--- config.mk ---
export PLATFORM = sky130hd
export DESIGN_NAME = cva6_su_mem_arbiter
export DESIGN_NICKNAME = d
export VERILOG_FILES = /design/src/rtl/cva6_su_ctrl_pkg.sv /design/src/rtl/cva6_sat_counter.sv /design/src/rtl/cva6_su_mem_arbiter.sv
export SDC_FILE = /design/constraint.sdc
export NUM_CORES = 1
export LEC_CHECK = 0
export BUFFER_PORTS_ARGS = -buffer_cell sky130_fd_sc_hd__buf_2
export CAP_MARGIN = 20
export CORE_AREA = 2 2 45 67
export CTS_BUF_LIST = sky130_fd_sc_hd__clkbuf_8
export CTS_CLUSTER_SIZE = 12
export DETAILED_ROUTE_END_ITERATION = 7
export DIE_AREA = 0 0 47 69
export GPL_TIMING_DRIVEN = 0
export PLACE_DENSITY = 0.64
export SYNTH_ARGS = -nofsm -noshare
export SYNTH_HDL_FRONTEND = slang
export SYNTH_SLANG_ARGS = --single-unit
--- constraint.sdc ---
create_clock -name clk_i -period 2.3 [get_ports clk_i]
set_input_delay 0.46 -clock clk_i [delete_from_list [all_inputs] [get_ports clk_i]]
set_output_delay 0.46 -clock clk_i [all_outputs]
set_load 0.02 [all_outputs]
--- src/rtl/cva6_su_ctrl_pkg.sv ---
// Shared types and constants for the store-unit memory arbiter.
package cva6_su_ctrl_pkg;

  // Page-offset width used for store/load address matching.
  localparam int unsigned OFFSET_W = 12;

  // Default sizing of the arbiter.
  localparam int unsigned DEF_PEND_DEPTH   = 4;
  localparam int unsigned DEF_HI_WATER     = 3;
  localparam int unsigned DEF_STARVE_LIMIT = 8;

  // Memory-port scheduler states.
  typedef enum logic [2:0] {
    IDLE,
    ST_REQ,
    ST_WAIT,
    LD_REQ,
    LD_WAIT
  } arb_state_e;

  // Outcome of one arbitration decision.
  typedef enum logic [1:0] {
    WIN_NONE,
    WIN_STORE,
    WIN_LOAD
  } arb_win_e;

  // Arbitration rule evaluated while the port is idle.
  //   st_cand    : at least one committed store is waiting to drain
  //   ld_req     : a load is requesting the port
  //   page_match : the load offset hits a store in the store unit
  //   urgent     : stores must go first (high water mark or starvation)
  // A load that hits a store while nothing is committed is waiting on an
  // uncommitted store, so it is not eligible.
  function automatic arb_win_e arbitrate(input logic st_cand,
                                         input logic ld_req,
                                         input logic page_match,
                                         input logic urgent);
    logic ld_elig;
    ld_elig = ld_req && !(page_match && !st_cand);
    if (st_cand && (!ld_elig || urgent || (ld_req && page_match))) begin
      return WIN_STORE;
    end else if (ld_elig) begin
      return WIN_LOAD;
    end
    return WIN_NONE;
  endfunction

endpackage

--- src/rtl/cva6_sat_counter.sv ---
// Saturating up-counter with synchronous clear; clear wins over increment.
module cva6_sat_counter #(
  parameter int unsigned WIDTH = 4,
  parameter int unsigned LIMIT = 8
) (
  input  logic             clk_i,
  input  logic             rst_ni,
  input  logic             inc_i,
  input  logic             clear_i,
  output logic [WIDTH-1:0] count_o,
  output logic             sat_o
);

  localparam logic [WIDTH-1:0] LIMIT_V = WIDTH'(LIMIT);

  logic [WIDTH-1:0] count_q;

  // Count up until the limit is reached, restart from zero on clear.
  always_ff @(posedge clk_i or negedge rst_ni) begin
    // NOTE: state is updated with non-blocking assignments so every flop in
    // the design samples pre-edge values regardless of block ordering.
    if (!rst_ni) begin
      count_q <= '0;
    end else if (clear_i) begin
      count_q <= '0;
    end else if (inc_i && (count_q < LIMIT_V)) begin
      count_q <= count_q + 1'b1;
    end
  end

  assign count_o = count_q;
  assign sat_o   = (count_q >= LIMIT_V);

endmodule

--- src/rtl/cva6_su_mem_arbiter.sv ---
// Shares the single data-memory port between committed-store drain and
// load requests. One transaction is outstanding at a time; stores drain in
// commit order and each drain produces the store_mem_resp_o pulse.
module cva6_su_mem_arbiter
  import cva6_su_ctrl_pkg::*;
#(
  parameter int unsigned PEND_DEPTH   = DEF_PEND_DEPTH,
  parameter int unsigned HI_WATER     = DEF_HI_WATER,
  parameter int unsigned STARVE_LIMIT = DEF_STARVE_LIMIT,
  localparam int unsigned CNT_W       = $clog2(PEND_DEPTH + 1)
) (
  input  logic                clk_i,
  input  logic                rst_ni,
  input  logic                commit_i,
  input  logic                ld_req_i,
  input  logic [OFFSET_W-1:0] ld_offset_i,
  output logic [OFFSET_W-1:0] page_offset_o,
  input  logic                page_match_i,
  output logic                ld_gnt_o,
  output logic                ld_rvalid_o,
  output logic                mem_req_o,
  output logic                mem_we_o,
  input  logic                mem_gnt_i,
  input  logic                mem_rvalid_i,
  output logic                store_mem_resp_o,
  output logic [CNT_W-1:0]    pend_cnt_o,
  output logic                error_o
);

  localparam int unsigned      STV_W    = $clog2(STARVE_LIMIT + 1);
  localparam logic [CNT_W-1:0] PEND_MAX = CNT_W'(PEND_DEPTH);
  localparam logic [CNT_W-1:0] HI_W     = CNT_W'(HI_WATER);

  arb_state_e       state_q;
  logic             mem_req_q;
  logic             mem_we_q;
  logic [CNT_W-1:0] pend_cnt_q;
  logic             error_q;

  logic [STV_W-1:0] starve_cnt;
  logic             starved;

  logic             in_idle;
  logic             st_cand;
  logic             urgent;
  arb_win_e         win;
  logic             st_win;
  logic             ld_win;
  logic             drain;
  logic             pend_full;
  logic             overflow;
  logic             spurious_rvalid;

  // The store unit compares the load offset against its queue directly.
  assign page_offset_o = ld_offset_i;

  // Arbitration inputs; the decision only takes effect in IDLE.
  assign in_idle = (state_q == IDLE);
  assign st_cand = (pend_cnt_q != '0);
  assign urgent  = (pend_cnt_q >= HI_W) || starved;
  assign win     = arbitrate(st_cand, ld_req_i, page_match_i, urgent);
  assign st_win  = in_idle && (win == WIN_STORE);
  assign ld_win  = in_idle && (win == WIN_LOAD);

  // Handshake pulses are decoded from the current state and memory inputs.
  assign ld_gnt_o         = (state_q == LD_REQ)  && mem_gnt_i;
  assign ld_rvalid_o      = (state_q == LD_WAIT) && mem_rvalid_i;
  assign store_mem_resp_o = (state_q == ST_WAIT) && mem_rvalid_i;

  assign mem_req_o = mem_req_q;
  assign mem_we_o  = mem_we_q;

  // A response with nothing granted and waiting cannot belong to us.
  assign spurious_rvalid = mem_rvalid_i &&
                           ((state_q == IDLE) || (state_q == ST_REQ) || (state_q == LD_REQ));

  // Scheduler FSM; request and write-enable are registered with the state so
  // they leave the block glitch-free.
  always_ff @(posedge clk_i or negedge rst_ni) begin
    if (!rst_ni) begin
      state_q   <= IDLE;
      mem_req_q <= 1'b0;
      mem_we_q  <= 1'b0;
    end else begin
      case (state_q)
        IDLE: begin
          if (st_win) begin
            state_q   <= ST_REQ;
            mem_req_q <= 1'b1;
            mem_we_q  <= 1'b1;
          end else if (ld_win) begin
            state_q   <= LD_REQ;
            mem_req_q <= 1'b1;
            mem_we_q  <= 1'b0;
          end
        end
        ST_REQ: begin
          if (mem_gnt_i) begin
            state_q   <= ST_WAIT;
            mem_req_q <= 1'b0;
            mem_we_q  <= 1'b0;
          end
        end
        LD_REQ: begin
          if (mem_gnt_i) begin
            state_q   <= LD_WAIT;
            mem_req_q <= 1'b0;
            mem_we_q  <= 1'b0;
          end
        end
        ST_WAIT: begin
          if (mem_rvalid_i) begin
            state_q <= IDLE;
          end
        end
        LD_WAIT: begin
          if (mem_rvalid_i) begin
            state_q <= IDLE;
          end
        end
        default: begin
          state_q   <= IDLE;
          mem_req_q <= 1'b0;
          mem_we_q  <= 1'b0;
        end
      endcase
    end
  end

  // Pending-store bookkeeping: a commit into a full tracker is dropped.
  assign drain     = store_mem_resp_o;
  assign pend_full = (pend_cnt_q == PEND_MAX);
  assign overflow  = commit_i && !drain && pend_full;

  // Committed-but-undrained store count; commit and drain together cancel.
  always_ff @(posedge clk_i or negedge rst_ni) begin
    if (!rst_ni) begin
      pend_cnt_q <= '0;
    end else if (commit_i && !drain && !pend_full) begin
      pend_cnt_q <= pend_cnt_q + 1'b1;
    end else if (drain && !commit_i) begin
      pend_cnt_q <= pend_cnt_q - 1'b1;
    end
  end

  assign pend_cnt_o = pend_cnt_q;

  // Sticky error flag for tracker overflow and unexpected responses.
  always_ff @(posedge clk_i or negedge rst_ni) begin
    if (!rst_ni) begin
      error_q <= 1'b0;
    end else if (overflow || spurious_rvalid) begin
      error_q <= 1'b1;
    end
  end

  assign error_o = error_q;

  // Loads granted ahead of waiting stores; forces a store once saturated.
  cva6_sat_counter #(
    .WIDTH (STV_W),
    .LIMIT (STARVE_LIMIT)
  ) u_starve_cnt (
    .clk_i   (clk_i),
    .rst_ni  (rst_ni),
    .inc_i   (ld_win && st_cand),
    .clear_i (st_win),
    .count_o (starve_cnt),
    .sat_o   (starved)
  );

endmodule

# Yosys cells after proc, flatten, opt, wreduce, memory -nomap -nowiden
# Cells that the tools add are included.
# word_totals
reg_bits,13
out_inout_bits,21
# classes
add_sub_neg,3
n_lt_le_gt_ge,3
eq_ne,12
n_mux,22
n_bitwise,1
n_reduce_logical,36
# ops
cell,n
$mux 3,7
$logic_and 1x1->1,16
$pmux 3 s4,1
$mux 4,2
$mux 1,7
$eq 3x2->1 const B,2
$eq 3x3->1 const B,2
$logic_not 1->1,6
$logic_or 1x1->1,6
$mux 2,3
$pmux 1 s3,2
$add 4x1->4 const B,1
$ge 4x4->1 const B,1
$lt 4x4->1 const B,1
$ne 2x1->1 const B,2
$ne 2x2->1 const B,2
$reduce_and 4->1,1
$reduce_bool 2->1,2
$reduce_or 2->1,2
$add 3x1->3 const B,1
$eq 3x1->1 const B,1
$ge 3x2->1 const B,1
$logic_not 3->1,1
$ne 3x1->1 const B,1
6 further kinds,6

# Depth between registers and ports, before layout
# Gate-level depths: netlist of the first run.
# depth
ltp_word,17
ltp_mapped,9
mapped_depth_nobuf,8

# Hierarchy
# From an unflattened synthesis of the first run, not the netlist that was laid out.
# hier_totals
cells_unflattened,109
hier_area_um2,972.2
# modules_own_cells
module,instances,cells_per_inst,area_each_um2,seq_area_each_um2
cva6_su_mem_arbiter,1,90,763.2,225.2
cva6_sat_counter,1,19,209.0,100.1

# Worst setup path after synthesis of the first run
# OpenSTA, ideal clock, no wires.
# synth_path
path_type,register to register
startpoint,register state_q[2]
endpoint,register pend_cnt_q[2] (netlist: pend_cnt_o[2])
setup_ns,0.129
arrival_time_ns,1.902
required_time_ns,2.171
slack_ns,0.269
stages_incl_launch_ff,10
path_buffers,1
synth_period_minus_slack_ns,2.031
cell_sequence,dfrtp_1 buf_2 nand4bb_1 inv_1 nor2_1 nand2_1 fa_1 nor3_1 a21o_1 a21oi_1
# synth_between
elab_chain_len,6
# synth_lines
item,line,source
"start, declared",cva6_su_mem_arbiter.sv:34,arb_state_e state_q;
"start signal, assigned",cva6_su_mem_arbiter.sv:81,state_q <= IDLE;
"start signal, assigned",cva6_su_mem_arbiter.sv:88,state_q <= ST_REQ;
"start signal, assigned",cva6_su_mem_arbiter.sv:92,state_q <= LD_REQ;
$eq 3x2->1 *,cva6_su_mem_arbiter.sv:68,assign store_mem_resp_o = (state_q == ST_WAIT) && mem_rvalid_i;
$logic_and 1x1->1 *,cva6_su_mem_arbiter.sv:68,
via store_mem_resp_o,cva6_su_mem_arbiter.sv:25,"output logic store_mem_resp_o,"
$logic_not 1->1,cva6_su_mem_arbiter.sv:139,end else if (commit_i && !drain && !pend_full) begin
$logic_and 1x1->1 (2 in a row),cva6_su_mem_arbiter.sv:139,
$mux 3 or $reduce_bool 2->1 (tied branches),--,
"end signal, assigned",cva6_su_mem_arbiter.sv:140,pend_cnt_q <= pend_cnt_q + 1'b1;
"end signal, assigned",cva6_su_mem_arbiter.sv:142,pend_cnt_q <= pend_cnt_q - 1'b1;
"end, declared",cva6_su_mem_arbiter.sv:37,logic [CNT_W-1:0] pend_cnt_q;
# Mark *: on every way through the listed nets, which the timed path passes. The rest lies on a longest branch.
# A chain may end at the register's enable or synchronous reset.

# Final worst setup path of the first run
# layout_path
startpoint,register state_q[2]
endpoint,register pend_cnt_q[2] (netlist: pend_cnt_o[2])
# layout_between
elab_chain_len,6
# layout_lines
item,line
$eq 3x2->1 *,cva6_su_mem_arbiter.sv:68
$logic_and 1x1->1 *,cva6_su_mem_arbiter.sv:68
$logic_not 1->1,cva6_su_mem_arbiter.sv:139
$logic_and 1x1->1 (2 in a row),cva6_su_mem_arbiter.sv:139
$mux 3 or $reduce_bool 2->1 (tied branches),--
# Mark *: on every way between the ends. The rest lies on a longest branch, timed or not.

==> impl_metrics.toml, run 1 <==
[setup_path]
crit_fanout = 10
cp.required_ps = 2420
ff2ff_setup_slack_ps = 240
r2r_end = "pend_cnt_o[2]"
critPathKind = "register to register"
startpoint_type = "register"
end_kind = "register"
critPathArrivalTime_ps = 2180
reg2reg_depth = 9
r2r-start = "state_q[2]"

[floorplanning]
dieWidth_um = 47
ios = 40
initial_utilization_pct = 35.44
dieArea_sq_um = 3243
dieHeight_um = 69
row_count = 23
core-area_sq_um = 2648

[timing]
finalWorstSetupSlack_ps = 244.7
rsz0062_at_grt = "no"
fin_skew_ps = 2.691
fmax_mhz = 486.5
tightest_slew_ps = 497.2
period_share_pct = 89.36
maxSlewViolCount = 0
whs_ps = 91.79
setup_viol = 0
finalSetupTns_ps = 0
hold_violations = 0
finalCriticalPeriod_ps = 2055
relSlewSlack_pct = 66.60

[synthesis]
synth-main-ff-cell = "dfrtp_1"
yosys_warnings = 0
synth_top_family_by_area = "compound AO/OA/AOI/OAI gates"
ys_seq_area_share_pct = 34.67
netlist_instances = 104
async_flop_share_pct = 100.0
avgSynthCellArea_sq_um = 9.023
synth_edf_count = 0
synth_fa_ha_area_share_pct = 4.800
ys_types = 38
syn_nets = 126
synth_xor_area_share_pct = 2.800
synth_compound_area_share_pct = 19.73
syn_area_sq_um = 938.4
muxShareOfSynthArea_pct = 3.200
yosys.area_share.simple_pct = 18.67
ys_ff_latch = 13

[placement]
dpl.hpwl_um = 1715
dp_cells = 168
gp_congestion = 0.8176
dp_slack_ps = 110.3
portBuffers = 27

[clock_tree]
h-tree-depth = 1
clkTransAtPathRegs_ps = 60
clockRootBuffer = "clkbuf_8"
cts_tree = "yes"
clkLatencyLatePin_ps = 250
cts_hold_buffers = 0
cts_buffer_depth = 2
cts.sinks = 13
numCtsBuffers = 3

[final_layout]
seq_area_sq_um = 325.3
num_antenna_cells = 0
final_util_pct = 44.85
areaGrowthSynthToFinish_pct = 26.53
fin_cells = 172
fillCellCount = 272
multi_input_area_sq_um = 483.0
drive_gt1_share_pct = 40.00
final_net_count = 158

[drt]
drc_errors = 0
drt_wl_total_um = 2120
wl_per_cell_um = 12.33
vias = 858
firstDrtPassIters = 4
postRouteAntennaNets = 0
vias_per_cell = 4.988
dr.first_iter.drc_count = 12

[power_and_ir_drop]
p_leak_nw = 0.5862
cellPowerDensity_nw_per_um2 = 1164
ir_drop_mv = 0.5571

[hold_path]
hp-class = "input pin to asynchronous set/reset pin"

[global_routing]
grt_pass1_wl_um = 3463
overflow = 0
grt_antenna_before_repair = 0
grt_pass1_vias = 835
grt_usage_pct = 14.58
grt_max_degree = 14

[outcome]
outcome = "finished, final reports clean"

[job]
max_cap_violations = 0
==> worst max path at each step <==
stage,from,to,slack [ps],cells past startpoint
after floorplan,state_q[2],pend_cnt_o[2],270,9
after global placement,mem_rvalid_i,pend_cnt_o[2],170,9
after detailed placement,mem_rvalid_i,pend_cnt_o[2],110,9
after CTS,state_q[2],pend_cnt_o[2],120,9
after global routing,state_q[2],pend_cnt_o[2],30,9
final,state_q[2],pend_cnt_o[2],240,9
==> state kept, by name (all words and copies together) (netlist names) <==
register              flops
error_o                   1
pend_cnt_o                3
state_q                   3
mem_req_o                 1
u_starve_cnt.count_o      4
mem_we_o                  1
==> logic make-up after synthesis <==
family / after synthesis
simple gates: 34
buf+inv: 25
compound gates: 23
flops: 13
xor+xnor: 3
mux: 3
fa+ha+maj: 3
==> synth_stat cells, types with 2 or more instances <==
cell type  count  area share, %
a21o_1         2            1.6
a21oi_1        6            3.2
buf_2          4            2.1
buf_4         12            9.6
dfrtp_1       13             35
ha_1           2            2.7
inv_1          8            3.2
mux2i_1        3            3.2
nand2_1        5            2.0
nand2b_1       2            1.3
nand3_1        2            1.1
nor2_1        11            4.4
nor3_1         6            3.2
o21ai_0        2            1.1
o41ai_1        2            1.9
xor2_1         2            1.9
==> metal layers <==
layer | part of all wire [%] | GRT usage (%) | wire length (um) | vias to the layer above
met5 | 0 | 0 | 0 | -
met4 | 3.4 | 9.259 | 72 | 0
met3 | 2.0 | 2.618 | 42 | 5
met2 | 57 | 24.96 | 1208 | 18
met1 | 38 | 14.92 | 797 | 416
li1 | - | - | - | 419
==> placed cells by master, fill, tap and decap left out, drive strengths merged, types with 3 or more instances in the layout <==
cell     n
buf     44
dfrtp   13
nor2    11
inv      8
a21oi    6
nor3     6
nand2    5
mux2i    3
clkbuf   3
==> where the power goes <==
part	leakage (nW)	total, mW	switching (mW)	internal (mW)
combinational	0.401	0.805	0.474	0.330
sequential	0.160	0.369	0.0637	0.306
clock	0.0255	0.208	0.0884	0.120
total	0.586	1.38	0.626	0.756
==> per-stage QoR <==
stage               instance area, sq um  total power, mW
detailed placement                  1120            1.159
global placement                    1120            1.135
floorplan                          938.4           0.9646
finish                              1187            1.382
CTS                                 1166            1.368
global route                        1187            1.496
==> worst max-delay path: stages, from the launching register on <==
cell	delay (ps)
dfrtp_1	310
buf_2	220
nand4bb_4	230
inv_1	90
nor2_1	190
nand2_1	110
fa_1	420
nor3_2	200
a21o_1	110
a21oi_1	60
==> final cells by class <==
| cell class | count | area share, % |
|---|---|---|
| Buffer | 17 | 10.22 |
| Clock buffer | 3 | 3.477 |
| Clock inverter | 1 | 0.4215 |
| Inverter | 8 | 2.529 |
| Multi-Input combinational cell | 66 | 40.67 |
| Sequential cell | 13 | 27.40 |
| Tap cell | 37 | 3.899 |
| Timing Repair Buffer | 27 | 11.38 |
==> repair_timing <==
action / 4_1_cts / 5_1_grt
setup buffers: 0 / 0
resized for setup: 0 / 3
setup endpoints to repair: 0 / 1
Note: power is estimated with default switching activity, not from simulation.
==> inputs of run 2 (changes only) <==
--- a/config.mk
+++ b/config.mk
@@ -5,13 +5,14 @@
 export SDC_FILE = /design/constraint.sdc
 export NUM_CORES = 1
 export LEC_CHECK = 0
+export ABC_AREA = 1
 export BUFFER_PORTS_ARGS = -buffer_cell sky130_fd_sc_hd__buf_2
 export CAP_MARGIN = 20
-export CORE_AREA = 2 2 45 67
+export CORE_AREA = 2 2 44 66
 export CTS_BUF_LIST = sky130_fd_sc_hd__clkbuf_8
 export CTS_CLUSTER_SIZE = 12
 export DETAILED_ROUTE_END_ITERATION = 7
-export DIE_AREA = 0 0 47 69
+export DIE_AREA = 0 0 46 68
 export GPL_TIMING_DRIVEN = 0
 export PLACE_DENSITY = 0.64
 export SYNTH_ARGS = -nofsm -noshare
==> run 2 against run 1 <==
Area after synthesis down 4.3%; non-clock buffer count fell by 5; power fell by 3.0%; sequential power rose by 14%; critical path type is now register to primary output; worst setup slack better by 300 ps; synthesized cell count increased by 16%; combinational power down 9.7%; sequential share of layout area up 1.9 points; critical endpoint is now ld_gnt_o; first-iteration DRC count increased by 17%; via count is 3.0% lower; count of clock-buffer cells in the layout stayed put; highest routed layer unchanged.
==> impl_metrics.toml, run 2 <==
[outcome]
outcome = "finished, final reports clean"

[timing]
period_share_pct = 76.11
fmax_mhz = 571.2
setup_viol = 0
finalWorstSetupSlack_ps = 549.4
maxSlewViolCount = 0
fin_skew_ps = 5.410
whs_ps = 97.78
hold_violations = 0
tightest_slew_ps = 302.8
rsz0062_at_grt = "no"
finalCriticalPeriod_ps = 1751
relSlewSlack_pct = 79.81
finalSetupTns_ps = 0

[power_and_ir_drop]
total_power_mw = 1.340
ir_drop_mv = 0.7195
cellPowerDensity_nw_per_um2 = 1208
switching_share_pct = 48.42
seq_power_share_pct = 31.3
clockPowerShare_pct = 14.5
combPwrFrac_pct = 54.2
p_int_mw = 0.6913
p_leak_nw = 0.6666
p_sw_mw = 0.6490

[drt]
vias = 832
vias_per_cell = 4.701
postRouteAntennaNets = 0
wl_per_cell_um = 10.55
firstDrtPassIters = 4
drt_wl_total_um = 1867
drc_errors = 0
dr.first_iter.drc_count = 14

[clock_tree]
h-tree-depth = 1
cts_hold_buffers = 0
cts_tree = "yes"
post_cts.repair.setup_buffers = 0
clockRootBuffer = "clkbuf_8"
clkTransAtPathRegs_ps = 60
clkLatencyLatePin_ps = 240
numCtsBuffers = 3
cts_buffer_depth = 2
cts_resized = 0
cts.sinks = 13

[final_layout]
final_util_pct = 42.85
final_design_area_no_fill_sq_um = 1110
num_antenna_cells = 0
multi_input_area_sq_um = 410.4
final_cell_mix = "nand2_1, buf_2, inv_1, dfrtp_1, buf_4"
fillCellCount = 278
fin_cells = 177
final_common_cell = "nand2_1"
largest_register_ff_count = 4
drive_gt1_share_pct = 37.50
seq_area_sq_um = 325.3
areaGrowthSynthToFinish_pct = 23.54
final_net_count = 175

[placement]
place_area_sq_um = 1065
dpl.hpwl_um = 1516
portBuffers = 27
dp_slack_ps = 690.2
gp_congestion = 0.8533
dp_cells = 173

[floorplanning]
dieWidth_um = 46
row_count = 23
initial_utilization_pct = 34.69
core-area_sq_um = 2590
dieHeight_um = 68
dieArea_sq_um = 3128
ios = 40

[synthesis]
ys_ff_latch = 13
ys_seq_area_share_pct = 36.21
avgSynthCellArea_sq_um = 7.424
synth-main-ff-cell = "dfrtp_1"
netlist_instances = 121
synthMostInstantiatedCell = "nand2_1"
synth_top_area_share_pct = 36.21
ys_types = 21
syn_nets = 143
synth_edf_count = 0
synth_area_leaders = "dfrtp_1, nand2_1, buf_4"
synth_common_cells = "nand2_1, inv_1, dfrtp_1"
async_flop_share_pct = 100.0
yosys_warnings = 0
syn_area_sq_um = 898.4
synth_top_area_cell = "dfrtp_1"

[setup_path]
r2r-start = "pend_cnt_o[0]"
ff2ff_setup_slack_ps = 720
critPathKind = "register to primary output"
cp.required_ps = 1840
end_kind = "primary output"
critPathArrivalTime_ps = 1290
startpoint_type = "register"
crit_fanout = 6
r2r_end = "pend_cnt_o[2]"
reg2reg_depth = 8

[global_routing]
grt_usage_pct = 13.40
grt_max_degree = 14
grt_antenna_before_repair = 0
overflow = 0
grt_pass1_vias = 752
grt_pass1_wl_um = 3111

[job]
max_cap_violations = 0

[hold_path]
hp-class = "input pin to asynchronous set/reset pin"
## run 2: cell count changes in the layout (fill, tap and decap cells not counted), moves of 4 or more
cell	before	now
a21oi_1	6	0
buf_2	31	27
inv_1	8	15
inv_2	0	4
nand2_1	5	33
nand2_2	0	4
nand3_1	2	8
nor2_1	11	7
nor3_1	5	1
o21ai_0	2	6
## run 2: critical path: stages, from the launching register on
cell	delay [ps]
dfrtp_1	380
inv_2	110
nand2_1	130
nor2_1	150
nand2_1	80
inv_1	50
buf_2	150
## run 2: cell type report
cell class                 count  share of cell area, %
multi-input combinational     77                  36.98
sequential                    13                  29.31
timing repair buffer          27                  12.18
buffer                        12                  8.117
inverter                      19                  6.539
clock buffer                   3                  3.720
tap                           25                  2.819
clock inverter                 1                 0.3382
## run 2: cells by family (layout without fill, tap and decap cells)
group,count (synthesis),count (layout),share of synthesized area (%)
DFF,13,13,36.21
adders and majority gates,3,3,5.014
AOI/OAI and AO/OA,9,9,5.570
buffers and inverters,31,62,18.11
and+or+nand+nor,63,63,33.15
xor gates and xnor gates,2,2,1.950
## run 2: power by group through the flow
stage / logic (mW) / clock network [mW] / registers, mW
2_1_floorplan: 0.503 / 0 / 0.461
3_3_place_gp: 0.707 / 0 / 0.418
3_5_place_dp: 0.727 / 0 / 0.424
4_1_cts: 0.736 / 0.203 / 0.420
5_1_grt: 0.829 / 0.216 / 0.436
6_report: 0.727 / 0.195 / 0.419
## run 2: worst max path at each step
stage | cells after the start | start | slack [ps] | to
after CTS | 6 | state_q[2] | 550 | ld_gnt_o
final | 6 | state_q[2] | 550 | ld_gnt_o
after detailed placement | 8 | mem_rvalid_i | 690 | pend_cnt_o[2]
after floorplan | 8 | pend_cnt_o[0] | 730 | pend_cnt_o[2]
after global routing | 6 | state_q[2] | 440 | ld_gnt_o
after global placement | 8 | mem_rvalid_i | 730 | pend_cnt_o[2]
## run 2: layer usage
metal | GRT usage (%) | share of wire (%)
met5 | 0 | 0
met4 | 6.071 | 1.6
met3 | 3.166 | 4.4
met2 | 22.92 | 53
met1 | 15.22 | 41
